File: src/rtl/trace_unloader_pkg.sv
// Shared types and width helpers for the trace drain path.
package trace_dbg_pkg;

  typedef enum logic [2:0] {
    IDLE,
    REQ,
    WAIT,
    SHIFT,
    DONE
  } state_t;

  // Word counts need one extra bit so a completely full buffer is representable.
  function automatic int cnt_w(input int aw);
    return aw + 1;
  endfunction

  function automatic int bit_w(input int w);
    return $clog2(w);
  endfunction

endpackage

File: src/rtl/trace_unloader_if.sv
// Trace-buffer / TAP side signals of the trace unloader.
interface trace_unloader_if #(
  parameter int Fpay  = 32,
  parameter int TB_AW = 9
);
  logic                                      start;
  logic                                      abort;
  logic [trace_dbg_pkg::cnt_w(TB_AW)-1:0]    tb_count;
  logic                                      tb_rd;
  logic [Fpay-1:0]                           tb_dout;
  logic                                      shift_en;
  logic                                      tdo;
  logic                                      busy;
  logic                                      done;
  logic [trace_dbg_pkg::cnt_w(TB_AW)-1:0]    words_sent;

  modport master (
    input  start, abort, tb_count, tb_dout, shift_en,
    output tb_rd, tdo, busy, done, words_sent
  );

  modport slave (
    output start, abort, tb_count, tb_dout, shift_en,
    input  tb_rd, tdo, busy, done, words_sent
  );
endinterface

File: src/rtl/trace_unloader_piso.sv
// Parallel-in serial-out word register, LSB first, with bit position tracking.
module trace_piso
  import trace_dbg_pkg::*;
#(
  parameter int Fpay = 32
) (
  input  logic            clk,
  input  logic            reset,
  input  logic            load,
  input  logic            shift,
  input  logic [Fpay-1:0] din,
  output logic            sout,
  output logic            last
);
  localparam int BW = bit_w(Fpay);
  localparam logic [BW-1:0] LAST_BIT = BW'(Fpay - 1);

  logic [Fpay-1:0] r_sr;
  logic [BW-1:0]   r_bit;

  always_ff @(posedge clk or posedge reset) begin
    if (reset) begin
      r_sr  <= '0;
      r_bit <= '0;
    end else if (load) begin
      r_sr  <= din;
      r_bit <= '0;
    end else if (shift) begin
      r_sr  <= {1'b0, r_sr[Fpay-1:1]};
      // Explicit wrap keeps non-power-of-two widths correct.
      r_bit <= last ? '0 : r_bit + BW'(1);
    end
  end

  assign sout = r_sr[0];
  assign last = (r_bit == LAST_BIT);
endmodule

File: src/rtl/trace_unloader.sv
// Drains the trace buffer word by word onto the TAP data-register line.
module trace_unloader
  import trace_dbg_pkg::*;
#(
  parameter int Fpay   = 32,
  parameter int TB_AW  = 9,
  parameter int RD_LAT = 1
) (
  input  logic             clk,
  input  logic             reset,
  trace_unloader_if.master bus
);
  localparam int CW = cnt_w(TB_AW);
  localparam logic [1:0] LAT_INIT = 2'(RD_LAT);

  state_t        r_state;
  logic [CW-1:0] r_remaining;
  logic [CW-1:0] r_words_sent;
  logic [1:0]    r_lat;
  logic          r_tb_rd;
  logic          r_busy;
  logic          r_done;

  logic w_load;
  logic w_shift;
  logic w_sout;
  logic w_last;

  assign w_load  = (r_state == WAIT)  && !bus.abort && (r_lat == 2'd1);
  assign w_shift = (r_state == SHIFT) && !bus.abort && bus.shift_en;

  trace_piso #(.Fpay(Fpay)) u_piso (
    .clk   (clk),
    .reset (reset),
    .load  (w_load),
    .shift (w_shift),
    .din   (bus.tb_dout),
    .sout  (w_sout),
    .last  (w_last)
  );

  // tb_rd and done are set on entry to REQ/DONE so they are registered pulses.
  always_ff @(posedge clk or posedge reset) begin
    if (reset) begin
      r_state      <= IDLE;
      r_remaining  <= '0;
      r_words_sent <= '0;
      r_lat        <= '0;
      r_tb_rd      <= 1'b0;
      r_busy       <= 1'b0;
      r_done       <= 1'b0;
    end else begin
      r_tb_rd <= 1'b0;
      r_done  <= 1'b0;
      if (r_state != IDLE && bus.abort) begin
        r_state <= IDLE;
        r_busy  <= 1'b0;
      end else begin
        case (r_state)
          IDLE: begin
            if (bus.start) begin
              r_remaining  <= bus.tb_count;
              r_words_sent <= '0;
              r_busy       <= 1'b1;
              if (bus.tb_count == '0) begin
                r_state <= DONE;
                r_done  <= 1'b1;
              end else begin
                r_state <= REQ;
                r_tb_rd <= 1'b1;
              end
            end
          end
          REQ: begin
            r_lat   <= LAT_INIT;
            r_state <= WAIT;
          end
          WAIT: begin
            r_lat <= r_lat - 2'd1;
            if (r_lat == 2'd1) r_state <= SHIFT;
          end
          SHIFT: begin
            if (bus.shift_en && w_last) begin
              r_words_sent <= r_words_sent + CW'(1);
              r_remaining  <= r_remaining - CW'(1);
              if (r_remaining == CW'(1)) begin
                r_state <= DONE;
                r_done  <= 1'b1;
              end else begin
                r_state <= REQ;
                r_tb_rd <= 1'b1;
              end
            end
          end
          DONE: begin
            r_state <= IDLE;
            r_busy  <= 1'b0;
          end
          default: r_state <= IDLE;
        endcase
      end
    end
  end

  assign bus.tb_rd      = r_tb_rd;
  assign bus.busy       = r_busy;
  assign bus.done       = r_done;
  assign bus.words_sent = r_words_sent;
  assign bus.tdo        = (r_state == SHIFT) && w_sout;
endmodule

File: src/flat_wrapper.sv
// flat-port wrapper written by rule: the top's interface ports become plain ports
module trace_unloader_flat import trace_dbg_pkg::*;
#(
  parameter int Fpay   = 32,
  parameter int TB_AW  = 9,
  parameter int RD_LAT = 1
)
  (clk, reset, bus_start, bus_abort, bus_tb_count, bus_tb_dout, bus_shift_en, bus_tb_rd, bus_tdo, bus_busy, bus_done, bus_words_sent);
  trace_unloader_if #(.Fpay(Fpay), .TB_AW(TB_AW)) bus_i ();
  input  logic clk;
  input  logic reset;
  input wire logic [$bits(bus_i.start)-1:0] bus_start;
  input wire logic [$bits(bus_i.abort)-1:0] bus_abort;
  input wire logic [$bits(bus_i.tb_count)-1:0] bus_tb_count;
  input wire logic [$bits(bus_i.tb_dout)-1:0] bus_tb_dout;
  input wire logic [$bits(bus_i.shift_en)-1:0] bus_shift_en;
  output wire logic [$bits(bus_i.tb_rd)-1:0] bus_tb_rd;
  output wire logic [$bits(bus_i.tdo)-1:0] bus_tdo;
  output wire logic [$bits(bus_i.busy)-1:0] bus_busy;
  output wire logic [$bits(bus_i.done)-1:0] bus_done;
  output wire logic [$bits(bus_i.words_sent)-1:0] bus_words_sent;
  assign bus_i.start = bus_start;
  assign bus_i.abort = bus_abort;
  assign bus_i.tb_count = bus_tb_count;
  assign bus_i.tb_dout = bus_tb_dout;
  assign bus_i.shift_en = bus_shift_en;
  assign bus_tb_rd = bus_i.tb_rd;
  assign bus_tdo = bus_i.tdo;
  assign bus_busy = bus_i.busy;
  assign bus_done = bus_i.done;
  assign bus_words_sent = bus_i.words_sent;
  trace_unloader #(.Fpay(Fpay), .TB_AW(TB_AW), .RD_LAT(RD_LAT)) u_core (.clk(clk), .reset(reset), .bus(bus_i));
endmodule
File: config.mk
export PLATFORM = sky130hd
export DESIGN_NAME = trace_unloader_flat
export DESIGN_NICKNAME = d
export VERILOG_FILES = /design/src/rtl/trace_unloader_pkg.sv /design/src/rtl/trace_unloader_if.sv /design/src/rtl/trace_unloader_piso.sv /design/src/rtl/trace_unloader.sv /design/src/flat_wrapper.sv
export SDC_FILE = /design/constraint.sdc
export NUM_CORES = 1
export LEC_CHECK = 0
export BUFFER_PORTS_ARGS = -buffer_cell sky130_fd_sc_hd__buf_2
export CAP_MARGIN = 20
export CORE_ASPECT_RATIO = 1.5
export CORE_MARGIN = 3
export CORE_UTILIZATION = 42
export CTS_CLUSTER_SIZE = 28
export DETAILED_ROUTE_END_ITERATION = 6
export GPL_TIMING_DRIVEN = 0
export PLACE_DENSITY = 0.74
export SLEW_MARGIN = 25
export SYNTH_ARGS = -nofsm -noshare
export SYNTH_HDL_FRONTEND = slang
export SYNTH_SLANG_ARGS = --single-unit
File: constraint.sdc
create_clock -name clk -period 4.6 [get_ports clk]
set_input_delay 0.23 -clock clk [delete_from_list [all_inputs] [get_ports clk]]
set_output_delay 0.23 -clock clk [all_outputs]
set_load 0.01 [all_outputs]
After elaboration in Yosys (flattened, before gate mapping)

Cells that the tools add are included.

Output and inout port bits: 14
RAM bits: 0
Bits in registers: 65
Latch bits: 0
ROM bits: 0
Input bits: 47
Memories kept: 0

Reduce and logical (&&, ||, !) cells: 19
$add $sub $neg: 4
Shifts and indexed selects: 0
Magnitude comparators: 0
Equal/unequal tests: 12
Multiplexer cells: 34
$mul: 0
Bitwise logic cells: 1
Div/mod/pow operators: 0

Operators by type and width:

| kind                                                  | count |
|---|---|
| 2-to-1 mux 32 bit                                     | 2 |
| 2-to-1 mux 10 bit                                     | 4 |
| case mux 10 bit (2 select lines)                      | 2 |
| 2-to-1 mux 3 bit                                      | 6 |
| 2-to-1 mux 5 bit                                      | 3 |
| 2-to-1 mux 1 bit                                      | 12 |
| case mux 3 bit (4 select lines)                       | 1 |
| adder 10 x 1 -> 10 bit (second input constant)        | 1 |
| equality test 10 x 1 -> 1 bit (second input constant) | 1 |
| zero test 10 bit                                      | 1 |
| subtractor 10 x 1 -> 10 bit (second input constant)   | 1 |
| logical AND 1 bit                                     | 7 |
| equality test 3 x 2 -> 1 bit (second input constant)  | 2 |
| case mux 1 bit (2 select lines)                       | 3 |
| nonzero test 2 bit                                    | 3 |
| nonzero test 3 bit                                    | 2 |
| adder 5 x 1 -> 5 bit (second input constant)          | 1 |
| equality test 5 bit (second input constant)           | 1 |
| case mux 2 bit (2 select lines)                       | 1 |
| AND reduction 2 bit                                   | 2 |
| AND reduction 4 bit                                   | 1 |
| equality test 3 x 1 -> 1 bit (second input constant)  | 1 |
| equality test 3 bit (second input constant)           | 1 |
| zero test 3 bit                                       | 1 |
| other kinds (10)                                      | 10 |

Depth between registers and ports, before layout

Word-level depth: 5
Mapped depth: 8
Depth with buffers taken out: 7

Hierarchy

Synthesis repeated with hierarchy kept, for this count alone.

Cells, all modules: 356
Area total of the unflattened synthesis: 3415.8 sq um

By module, submodules not included:

| module         | instances | area each (sq um) | cells each |
|---|---|---|---|
| trace_piso     | 1         | 1750.4            | 165 |
| trace_unloader | 1         | 1665.3            | 191 |

Worst setup path after synthesis

No wires, ideal clock.

Kind: register to register
Start: register u_core.u_piso.r_bit[0]
End: register u_core.r_words_sent[7], in the netlist u_core.bus.words_sent[7]
Library setup time: 0.078 ns
Path slack: 2.636 ns
Path buffers: 1
Cell stages (with the launch flop): 9
Data arrival time: 1.886 ns
Cells stage by stage: dfrtp_1 > ha_1 > and3_1 > ha_1 > and4_1 > a21oi_1 > buf_2 > or3_1 > a21oi_1

Cells in the longest elaborated chain, start to end: 4

Ends and longest elaborated chain:

| element                                 | line                      | RTL |
|---|---|---|
| start, declared                         | trace_unloader_piso.sv:19 | `logic [BW-1:0] r_bit;` |
| start signal, assigned                  | trace_unloader_piso.sv:31 | `r_bit <= last ? '0 : r_bit + BW'(1);` |
| equality test 5 bit                     | trace_unloader_piso.sv:36 | `assign last = (r_bit == LAST_BIT);` |
| logical AND 1 bit                       | trace_unloader.sv:83      | `if (bus.shift_en && w_last) begin` |
| != test 2 x 1 -> 1 bit (no source line) | -                         |  |
| AND reduction 4 bit (no source line)    | -                         |  |
| end signal, assigned                    | trace_unloader.sv:84      | `r_words_sent <= r_words_sent + CW'(1);` |
| end, declared                           | trace_unloader.sv:18      | `logic [CW-1:0] r_words_sent;` |

No other way between the ends.
A chain may end at the register's enable or synchronous reset.

Worst setup path after layout

Ends and elaborated chain as after synthesis.

==> impl_results.md <==
* Status: finished, final reports clean
* Initial antenna violation count at 0
* Routed vias at 2,936
* Num CTS Buffers at 9
* Number of flops mapped to enable cells by yosys at 0
* Seq/Total Area, Yosys at 50.0%
* Die Y at 114 um
* Net switching power figure at 724 uW
* Commonest cells in the synthesized netlist: 70 x nand2_1, 65 x dfrtp_1, 29 x a22oi_1
* CP bufs+invs at 1
* Reg clk slew, reported paths at 0.09 ns
* First-pass GRT wire length at 13,600 um
* Most common cell in the netlist: nand2_1
* Post-route worst setup slack at 2.36 ns
* Multi-input gate area at 1500 sq um
* Pint at 1220 uW
* Final hold violation count at 0
* Switching part of the total at 37.2%
* Largest net degree at the start of global routing at 43
* H-tree levels at 3
* CP Launch Type: flip-flop
* Synth area leaders: dfrtp_1 50%, nand2_1 8.1%, a22oi_1 6.7%
* Remaining global-route overflow at 0
* Primary FF master, synth: dfrtp_1
* Setup violations, final at 0
* Layout cells sized above 1 at 23.0%
* Initial Util at 44.1%
* CTS tree: built
* Critical Path RT at 4.88 ns
* Setup TNS at 0 ns
* Resized cells post-CTS at 0
* Die area at 8850 sq um
* FF+latch area at 1630 sq um
* Antenna cells at 0
* Critical path class: flip-flop to flip-flop
* Worst-Margin Slew at 0.505 ns
* Rows at 38
* Syn avg cell area at 9.48 sq um
* First DRT Iteration DRCs at 177
* Area leader, netlist: dfrtp_1
* I/O Pins at 61
* Worst path cell trace: ha_1 > and3_1 > ha_1 > and4_1 > a21oi_1 > buf_2 > or3_1 > a21oi_1
* Area delta synth->final at 19.7%
* Syn_nets at 396
* Largest delay share family, worst path: simple AND/OR/NAND/NOR gates
* Routed Antenna Nets at 0
* RSZ-0062 raised after global routing: false
* Max-Cap Viols at 0
* Slew Viols, Final at 0
* Clk root buf: clkbuf_8
* Cell variety after synth at 56
* Critical Path AT at 2.52 ns
* Tmin final at 2.24 ns
* Wirelength, routed at 7780 um
* Pleak at 0.00185 uW
* Worst IR Drop VDD at 0.277 mV
* Final period util at 48.7%
* Core Footprint at 7370 sq um
* Hold crit path type: primary input to flip-flop
* Post-Syn Area at 3250 sq um
* Fmax at 446 MHz
* Wirelength per Cell at 14.9 um
* Top cell type's share of synthesized area at 50.0%
* Vias in the first global route at 2,973
* Synth async-reset ratio at 100%
* DP HPWL at 5640 um
* Remaining DRCs at 0
* Max Root-Sink Buffers at 2
* Drt pass-1 iters at 5
* YS warnings at 0
* Critical-path top delay cell: dfrtp_1
* Critical path endpoint category: flip-flop
* Headroom to the max-slew limit at 66.4%
* Gp weighted congestion at 0.885
* Reg power frac at 47.4%
* Post-Syn Instances at 343
* TritonCTS Sinks at 65
* Clock Skew at 0.0124 ns
* Post-Place Worst Slack at 2.37 ns
* CP Max Fanout at 10
* Fill cells at 686
* Combinational Power Share at 29.0%
* Via density at 5.64
* Fin nets at 469
* IO Port Bufs at 60
* Clk_lat worst skew at 0.36 ns
* Synth Register Bits at 65
* Crit-path max cell delay at 0.40 ns
* Pwr dens at 501 nW/um^2
* Die width at 77.8 um
* Clk pwr share at 23.6%
* Tot GR Track Use at 19.0%
-- registers in the layout (all words and copies together), names as in the netlist --
| register | cells |
|---|---|
| u_core.bus.tb_rd | 1 |
| u_core.r_state | 3 |
| u_core.bus.done | 1 |
| u_core.bus.words_sent | 10 |
| u_core.u_piso.r_sr | 32 |
| u_core.r_lat | 2 |
| u_core.bus.busy | 1 |
| u_core.u_piso.r_bit | 5 |
| u_core.r_remaining | 10 |
-- logic make-up (layout without fill, tap and decap cells) --
kind of cell / after synthesis / after routing / share of synthesized area (%)
XOR/XNOR: 4 / 4 / 1.08
AND/OR/NAND/NOR: 146 / 146 / 22.6
adder cells (fa/ha/maj): 6 / 6 / 2.31
buffers and inverters: 30 / 108 / 3.93
AO/OA/AOI/OAI: 92 / 92 / 20.1
flip-flops: 65 / 65 / 50.0
-- layout make-up --
cell class,instances,share of cell area (%)
buffer,20,2.32
clock buffer,9,3.18
clock inverter,7,1.51
inverter,10,1.03
multi-input combinational,248,38.5
sequential,65,41.8
tap,100,3.22
timing repair buffer,62,8.49
-- worst paths after layout --
| check | startpoint | end | slack [ns] | depth (start not counted) |
|---|---|---|---|---|
| worst max-delay path | u_core.u_piso.r_bit[0]$_DFFE_PP0P_ | u_core.bus.words_sent[7]$_DFFE_PP0P_ | 2.36 | 8 |
| worst min-delay path | bus_tb_dout[20] | u_core.u_piso.r_sr[20]$_DFFE_PP0P_ | 0.1 | 3 |
| worst max register to register | u_core.u_piso.r_bit[0]$_DFFE_PP0P_ | u_core.bus.words_sent[7]$_DFFE_PP0P_ | 2.36 | 8 |
| worst min register to register | u_core.u_piso.r_sr[13]$_DFFE_PP0P_ | u_core.u_piso.r_sr[13]$_DFFE_PP0P_ | 0.48 | 2 |
| max in group asynchronous | reset | u_core.r_lat[1]$_DFFE_PP0P_ | 3.68 | 4 |
| min in group asynchronous | reset | u_core.u_piso.r_sr[1]$_DFFE_PP0P_ | 0.38 | 3 |
-- worst reg2reg max path, stage by stage, from the launching register on --
cell	delay, ns
dfrtp_1	0.40
ha_1	0.20
and3_1	0.16
ha_1	0.29
and4_1	0.31
a21oi_1	0.10
buf_2	0.21
or3_1	0.36
a21oi_1	0.14
-- through the flow --
step	hold WS (ns)	std cells	utilization, %	instance area (sq um)	total power, uW
6_report	0.0979	521	52.8	3890	1950
5_1_grt	0.100	521	52.8	3890	2100
4_1_cts	0.0908	521	52.8	3890	1960
3_5_place_dp	0.217	504	50.2	3700	1490
3_3_place_gp	0.452	503	49.9	3680	1460
2_1_floorplan	0.340	343	-	3250	1320
-- what timing repair did --
| item | 4_1_cts | 5_1_grt |
|---|---|---|
| buffers inserted | 0 | 0 |
| endpoints found under the hold margin | 23 | 0 |
| hold buffers | 1 | 0 |
-- power by group through the flow --
stage               sequential, uW  clock [uW]  combinational, uW
CTS                            921         465                570
finish                         924         461                564
detailed placement             929           0                566
floorplan                      893           0                431
global placement               924           0                541
global route                   951         491                657
-- cell usage in the layout (no fill, tap or decap), drive strengths merged, types with 7 or more instances in the layout --
cell | netlist | layout
dfrtp | 65 | 65
nand2 | 70 | 70
buf | 12 | 73
nor3 | 9 | 9
nor2 | 19 | 19
nand3 | 9 | 9
clkbuf | 8 | 17
a221o | 7 | 7
o21ai | 16 | 16
a22oi | 29 | 29
a21oi | 13 | 13
inv | 10 | 14
-- routing by layer --
metal / vias up / wire length [um] / share of wire, % / track usage, %
met2: 94 / 4060 / 52 / 32.6
met1: 1436 / 3090 / 40 / 21.9
met4: 0 / 120 / 1.5 / 10.1
met3: 11 / 509 / 6.5 / 4.27
li1: 1395 / - / - / -
met5: - / 0 / 0 / 0
Note: power is estimated with default switching activity, not from simulation.
